===== src/rtl/mem_pkg.sv =====
// Shared types and constants for the MIPS memory stage: FSM states,
// write-back select encodings and the MEM/WB register layout.
package mem_pkg;

    localparam int TIMEOUT_DEF = 16;

    localparam logic [1:0] WB_ALU = 2'b00;
    localparam logic [1:0] WB_MEM = 2'b01;
    localparam logic [1:0] WB_PC  = 2'b10;

    typedef enum logic {
        IDLE,
        WAIT
    } state_t;

    typedef struct packed {
        logic        reg_write;
        logic [1:0]  mem_to_reg;
        logic [4:0]  reg_dst;
        logic [31:0] mem_data;
        logic [31:0] alu_result;
        logic [31:0] pc_plus4;
    } mem_wb_t;

endpackage


===== src/rtl/mem_wb_reg.sv =====
// MEM/WB pipeline register. A bubble clears it the same way reset does,
// so a stalled instruction can never be written back twice.
module mem_wb_reg
    import mem_pkg::*;
(
    input  logic    clk,
    input  logic    rst,
    input  logic    bubble,
    input  mem_wb_t d,
    output mem_wb_t q
);

    // NOTE: <= so every register samples pre-edge values regardless of block order.
    always_ff @(posedge clk) begin
        if (rst || bubble) begin
            q <= '{reg_write: 1'b0, mem_to_reg: WB_ALU, default: '0};
        end else begin
            q <= d;
        end
    end

endmodule


===== src/rtl/mem_stage_ctrl.sv =====
// MIPS memory stage: drives a variable-latency data-memory handshake,
// stalls the front of the pipe while an access is pending, owns MEM/WB.
module mem_stage_ctrl
    import mem_pkg::*;
#(
    parameter int TIMEOUT = TIMEOUT_DEF,
    parameter int CNT_W   = 5
) (
    input  logic        clk,
    input  logic        rst,
    input  logic        RegWriteEXMEM,
    input  logic        MemReadEXMEM,
    input  logic        MemWriteEXMEM,
    input  logic [1:0]  MemToRegEXMEM,
    input  logic [4:0]  muxRegDstEXMEM,
    input  logic [31:0] adderPcOutEXMEM,
    input  logic [31:0] aluResultEXMEM,
    input  logic [31:0] muxBEXMEM,
    output logic        memReq,
    output logic        memWe,
    output logic [31:0] memAddr,
    output logic [31:0] memWdata,
    input  logic [31:0] memRdata,
    input  logic        memAck,
    output logic        stall,
    output logic        alignErr,
    output logic        memErr,
    output logic        RegWriteMEMWB,
    output logic [1:0]  MemToRegMEMWB,
    output logic [4:0]  muxRegDstMEMWB,
    output logic [31:0] memDataMEMWB,
    output logic [31:0] aluResultMEMWB,
    output logic [31:0] adderPcOutMEMWB
);

    state_t           state;
    state_t           state_nxt;
    logic [CNT_W-1:0] cnt;
    logic             access;
    logic             misaligned;
    logic             align_drop;
    logic             timeout_hit;
    logic             req_int;
    logic             stall_int;
    mem_wb_t          wb_d;
    mem_wb_t          wb_q;

    assign access      = MemReadEXMEM | MemWriteEXMEM;
    assign misaligned  = access & (aluResultEXMEM[1:0] != 2'b00);
    assign align_drop  = (state == IDLE) & misaligned;
    assign timeout_hit = (state == WAIT) & ~memAck & (cnt == CNT_W'(TIMEOUT - 1));

    // NOTE: every output of this block gets a default first, so no path infers a latch.
    always_comb begin
        state_nxt = state;
        req_int   = 1'b0;
        stall_int = 1'b0;
        case (state)
            IDLE: begin
                if (access && !misaligned) begin
                    req_int   = 1'b1;
                    stall_int = 1'b1;
                    state_nxt = WAIT;
                end
            end
            WAIT: begin
                req_int = 1'b1;
                if (memAck || timeout_hit) begin
                    state_nxt = IDLE;
                end else begin
                    stall_int = 1'b1;
                end
            end
            default: state_nxt = IDLE;
        endcase
    end

    always_ff @(posedge clk) begin
        if (rst) begin
            state  <= IDLE;
            cnt    <= '0;
            memErr <= 1'b0;
        end else begin
            state <= state_nxt;
            cnt   <= (state == IDLE) ? '0 : cnt + 1'b1;
            if (timeout_hit) begin
                memErr <= 1'b1;
            end
        end
    end

    // Reset abandons any pending access immediately, even mid-WAIT.
    assign memReq   = req_int & ~rst;
    assign stall    = stall_int & ~rst;
    assign alignErr = align_drop & ~rst;

    assign memWe    = MemWriteEXMEM;
    assign memAddr  = aluResultEXMEM;
    assign memWdata = muxBEXMEM;

    // Dropped accesses (misaligned or timed out) still retire, but never write a register.
    always_comb begin
        wb_d.reg_write  = RegWriteEXMEM & ~align_drop & ~timeout_hit;
        wb_d.mem_to_reg = MemToRegEXMEM;
        wb_d.reg_dst    = muxRegDstEXMEM;
        wb_d.mem_data   = ((state == WAIT) && memAck && MemReadEXMEM && !MemWriteEXMEM)
                          ? memRdata : '0;
        wb_d.alu_result = aluResultEXMEM;
        wb_d.pc_plus4   = adderPcOutEXMEM;
    end

    mem_wb_reg u_mem_wb_reg (
        .clk    (clk),
        .rst    (rst),
        .bubble (stall_int),
        .d      (wb_d),
        .q      (wb_q)
    );

    assign RegWriteMEMWB   = wb_q.reg_write;
    assign MemToRegMEMWB   = wb_q.mem_to_reg;
    assign muxRegDstMEMWB  = wb_q.reg_dst;
    assign memDataMEMWB    = wb_q.mem_data;
    assign aluResultMEMWB  = wb_q.alu_result;
    assign adderPcOutMEMWB = wb_q.pc_plus4;

endmodule


===== config.mk =====
export PLATFORM = sky130hd
export DESIGN_NAME = mem_stage_ctrl
export DESIGN_NICKNAME = d
export VERILOG_FILES = /design/src/rtl/mem_pkg.sv /design/src/rtl/mem_wb_reg.sv /design/src/rtl/mem_stage_ctrl.sv
export SDC_FILE = /design/constraint.sdc
export NUM_CORES = 1
export LEC_CHECK = 0
export CAP_MARGIN = 5
export CORE_AREA = 4 4 119 121
export CTS_CLUSTER_DIAMETER = 100
export CTS_CLUSTER_SIZE = 12
export DETAILED_ROUTE_END_ITERATION = 12
export DIE_AREA = 0 0 123 125
export HOLD_SLACK_MARGIN = 0.03
export PLACE_DENSITY = 0.69
export SLEW_MARGIN = 15
export SYNTH_ARGS = -nofsm -noshare
export SYNTH_HDL_FRONTEND = slang
export SYNTH_SLANG_ARGS = --single-unit
export TNS_END_PERCENT = 20

===== constraint.sdc =====
create_clock -name clk -period 4.3 [get_ports clk]
set_input_delay 1.075 -clock clk [delete_from_list [all_inputs] [get_ports clk]]
set_output_delay 1.075 -clock clk [all_outputs]
set_load 0.02 [all_outputs]

# == Word-level counts from Yosys, hierarchy flattened ==
# Cells that the tools add are included.
# op_classes
addsub,1
eq_ne,1
n_mux,4
n_bitwise,16
reduce_logical,11
# ops
op,count
$and 1x1->1,9
$not 1->1,6
$add 5x1->5 const B,1
$eq 5x4->1 const B,1
$logic_and 1x1->1,4
$pmux 1 s2,2
$reduce_or 2->1,2
$logic_not 1->1,2
$logic_or 1x1->1,2
$mux 1,2
$reduce_bool 2->1,1
$or 1x1->1,1
# totals
register_bits,111
in_bits,141
out_inout_bits,173
elab_cells,42

# == Logic depth before layout (Yosys ltp) ==
# depth
ltp_word,8
depth_mapped,8
mapped_depth_nobuf,6

# == By module ==
# A second synthesis with hierarchy kept.
# unflattened
cells_unflattened,375
area_unflattened_um2,4439.3
# modules_own_cells
mod,n_inst,cells_each,area_per_inst_um2,seq_area_each_um2
mem_wb_reg,1,232,3377.0,2082.0
mem_stage_ctrl,1,143,1062.3,140.1

# == Worst setup path before layout ==
# OpenSTA, ideal clock, no wires.
# synth_timing
path_kind,input -> output
from,input rst
to,output stall
arrival_time_ns,2.065
t_required_ns,3.225
setup_slack_ns,1.160
stages,4
n_path_buf,2
cell_sequence,buf_2 -> nand2b_1 -> buf_2 -> o31ai_1
# synth_between
elab_chain_len,2
# synth_lines
item,line,text
"start, declared",mem_stage_ctrl.sv:10,"input logic rst,"
$not 1->1,mem_stage_ctrl.sv:94,assign stall = stall_int & ~rst;
$and 1x1->1,mem_stage_ctrl.sv:94,
"end, declared",mem_stage_ctrl.sv:25,"output logic stall,"
# No other way between the ends.

# == Worst setup path in the final report ==
# layout_timing
from,input aluResultEXMEM[1]
to,output stall
# layout_between
elab_chain_len,7
# layout_lines
item,line,text
"start, declared",mem_stage_ctrl.sv:17,"input logic [31:0] aluResultEXMEM,"
$reduce_bool 2->1,mem_stage_ctrl.sv:49,assign misaligned = access & (aluResultEXMEM[1:0] != 2'b00);
$and 1x1->1,mem_stage_ctrl.sv:49,
$logic_not 1->1,mem_stage_ctrl.sv:60,if (access && !misaligned) begin
$logic_and 1x1->1,mem_stage_ctrl.sv:60,
$mux 1,mem_stage_ctrl.sv:60,
$pmux 1 s2,mem_stage_ctrl.sv:58,case (state)
$and 1x1->1,mem_stage_ctrl.sv:94,
# No other way between the ends.

==> qor.csv <==
metric,value,unit
Die Y,125,um
Ports,314,
Final min period,3830,ps
dominant cell type by area after synthesis,dfxtp_1,
"Worst Path Class, Setup",primary input to output port,
CP dominant cell by count,clkdlybuf4s50_1,
slowest CP cell,clkdlybuf4s50_1,
Die X-Extent,123,um
Hold Path Class,flip-flop to flip-flop,
Synth Warn #,0,
"top cells by area, synth","dfxtp_1 (61%), and2_1 (17%), buf_4 (13%)",
CTS max path bufs,2,
final hold violations,0,
CP Capture Point,stall,
worst-path cell chain,"clkdlybuf4s50_1, nor2_1, nand3_1, o31ai_1, clkdlybuf4s50_1",
Detailed Place HPWL,8630,um
# H-tree levels,3,
FMAX,261,MHz
clk_skew,10.5,ps
Post-synth EDFFs,0,
Synth Instances,326,
ANT cells,0,
placer congestion estimate,0.805,
CTS tree,yes,
Filler cells,1199,
library cells used by synthesis,25,
DRT Pass-1 Iters,4,
crit path launch,aluResultEXMEM[1],
relative slew slack,62.4,%
port bufs,249,
Max Cap Violations,0,
die area,15400,um^2
cell-internal power,1670,uW
Synth Area per Inst,11.2,um^2
sequential share of power,49.1,%
fin util,46.7,%
Comb pwr share,16.1,%
share of cells above drive strength 1,4.26,%
postcts setup bufs,0,
maximum fanout along the worst path,4,
initial DRC count,69,
Switching Fraction,24.1,%
hold_ws,452,ps
RSZ-0062 raised after global routing,false,
Max stage delay on crit path,650,ps
overall routing resource usage,13.4,%
clock share of power,34.8,%
Critical Path RT,3220,ps
register area share after synthesis,60.9,%
first-pass GRT wire length,15700,um
drt drc,0,
switching power,531,uW
maximum vdd drop,0.000234,V
Yosys reg bits,111,
"CP delay by family, top",buffers and inverters,
Hold Buf Count CTS,0,
Post-Syn Area,3650,um^2
vias in the first global route,2833,
top-area cell type share of the netlist area,60.9,%
R2R setup slack,2210,ps
"Reg clk slew, reported paths",70,ps
worst reg2reg path endpoint,u_mem_wb_reg.q[53],
Final Setup Violations,0,
starting density of the core,27.9,%
RR Startpoint,cnt[0],
initial antenna violation count,0,
worst path arrival time,2750,ps
DR vias,2714,
Num CTS Buffers,9,
core area,13100,um^2
GR Overflow Total,0,
"FFs w/ async S/R, synth",0,%
crit share post-route,89.0,%
status,completed,
setup_tns,0,ps
R2R cell count,7,
Pwr Density,361,nW/um^2
CP Depth,5,
CTS resizes,0,
"Buf+Inv Stages, Crit Path",2,
syn_nets,469,
WL final,10600,um
CP endpoint kind,output port,
WL per Instance,15.4,um
P&R area growth vs syn,67.4,%
largest net degree at the start of global routing,70,
Power Total,2200,uW
via/cell ratio,3.92,
clock tree sinks,111,
clock root buffer master,clkbuf_16,
Rows,42,
ys flop type,dfxtp_1,
Slew Limit Fails,0,
Skew-Pair Late Insertion Delay,340,ps
Worst Tran Pin Value,563,ps
ANT nets after route,0,
Post-layout nets,655,
Lkg Pwr,0.00236,uW
Critical Path Start Type,primary input,
==> per-stage QoR <==
step | instance area (um^2) | instances | worst slack, ps
finish | 6110 | 692 | 473
global route | 6110 | 692 | 342
CTS | 6110 | 692 | 478
detailed placement | 5840 | 677 | 482
global placement | 5840 | 677 | 526
floorplan | 3650 | 326 | 1160
==> sequential cells by signal (all words and copies together) (netlist names) <==
signal and count:
cnt 5, memErr 1, state 1, u_mem_wb_reg.q 104
==> cell usage after synthesis (2+ instances only) <==
master / number
nand3_1: 2
nand2_1: 2
nor3b_1: 3
buf_6: 2
dfxtp_1: 111
clkbuf_2: 2
and2_1: 101
inv_1: 4
ha_1: 2
a21oi_1: 2
buf_2: 2
buf_4: 65
o31ai_1: 2
clkbuf_1: 6
nor2_1: 10
==> worst min path at each step <==
stage / start / endpoint / cells after the start
floorplan: cnt[0] / cnt[0] / 1
global placement: cnt[0] / cnt[0] / 1
detailed placement: cnt[0] / cnt[0] / 1
CTS: cnt[0] / cnt[0] / 1
global route: cnt[0] / cnt[0] / 1
finish: cnt[0] / cnt[0] / 1
==> layout make-up <==
type	count	area, um^2	share of cell area, %
multi-input cells	134	865	14.2
clock inverters	6	45.0	0.738
repair buffers	252	2510	41.2
well taps	176	220	3.61
inverters	4	15.0	0.246
flip-flops and latches	111	2220	36.4
clock buffers	9	225	3.69
==> power by group through the flow <==
stage	registers [uW]	clock network, uW	logic (uW)
2_1_floorplan	1160	0	139
3_3_place_gp	1110	0	354
3_5_place_dp	1110	0	358
4_1_cts	1080	798	359
5_1_grt	1090	840	376
6_report	1080	766	355
==> placed cells by master, fill, tap and decap left out <==
cell type / instances
clkdlybuf4s50_1: 249
dfxtp_1: 111
and2_1: 101
nor2_1: 10
clkbuf_16: 9
inv_1: 4
nor3b_1: 3
buf_4: 3
a21oi_1: 2
nand3_1: 2
o31ai_1: 2
nand2_1: 2
ha_1: 2
clkinvlp_4: 2
clkinv_2: 2
and3_1: 1
or2_4: 1
nand2b_1: 1
nor3b_2: 1
a311oi_4: 1
nor3_4: 1
a31oi_1: 1
nor3_1: 1
xor2_1: 1
xnor2_1: 1
inv_8: 1
inv_6: 1
==> kinds of logic after synthesis <==
| group | Yosys count | share of synthesized area [%] |
|---|---|---|
| AND/OR/NAND/NOR | 124 | 20.8 |
| flip-flops | 111 | 60.9 |
| buffers and inverters | 81 | 15.6 |
| AO/OA/AOI/OAI | 6 | 1.58 |
| XOR/XNOR | 2 | 0.480 |
| adder cells (fa/ha/maj) | 2 | 0.686 |
==> routing by layer <==
metal / GRT usage (%) / share of wire [%] / vias up
li1: - / - / 1303
met1: 12.9 / 34 / 1212
met2: 24.4 / 51 / 147
met4: 8.86 / 4.6 / 0
met5: 0 / 0 / -
met3: 3.93 / 10 / 52
Power figures use the tool's default switching activity.
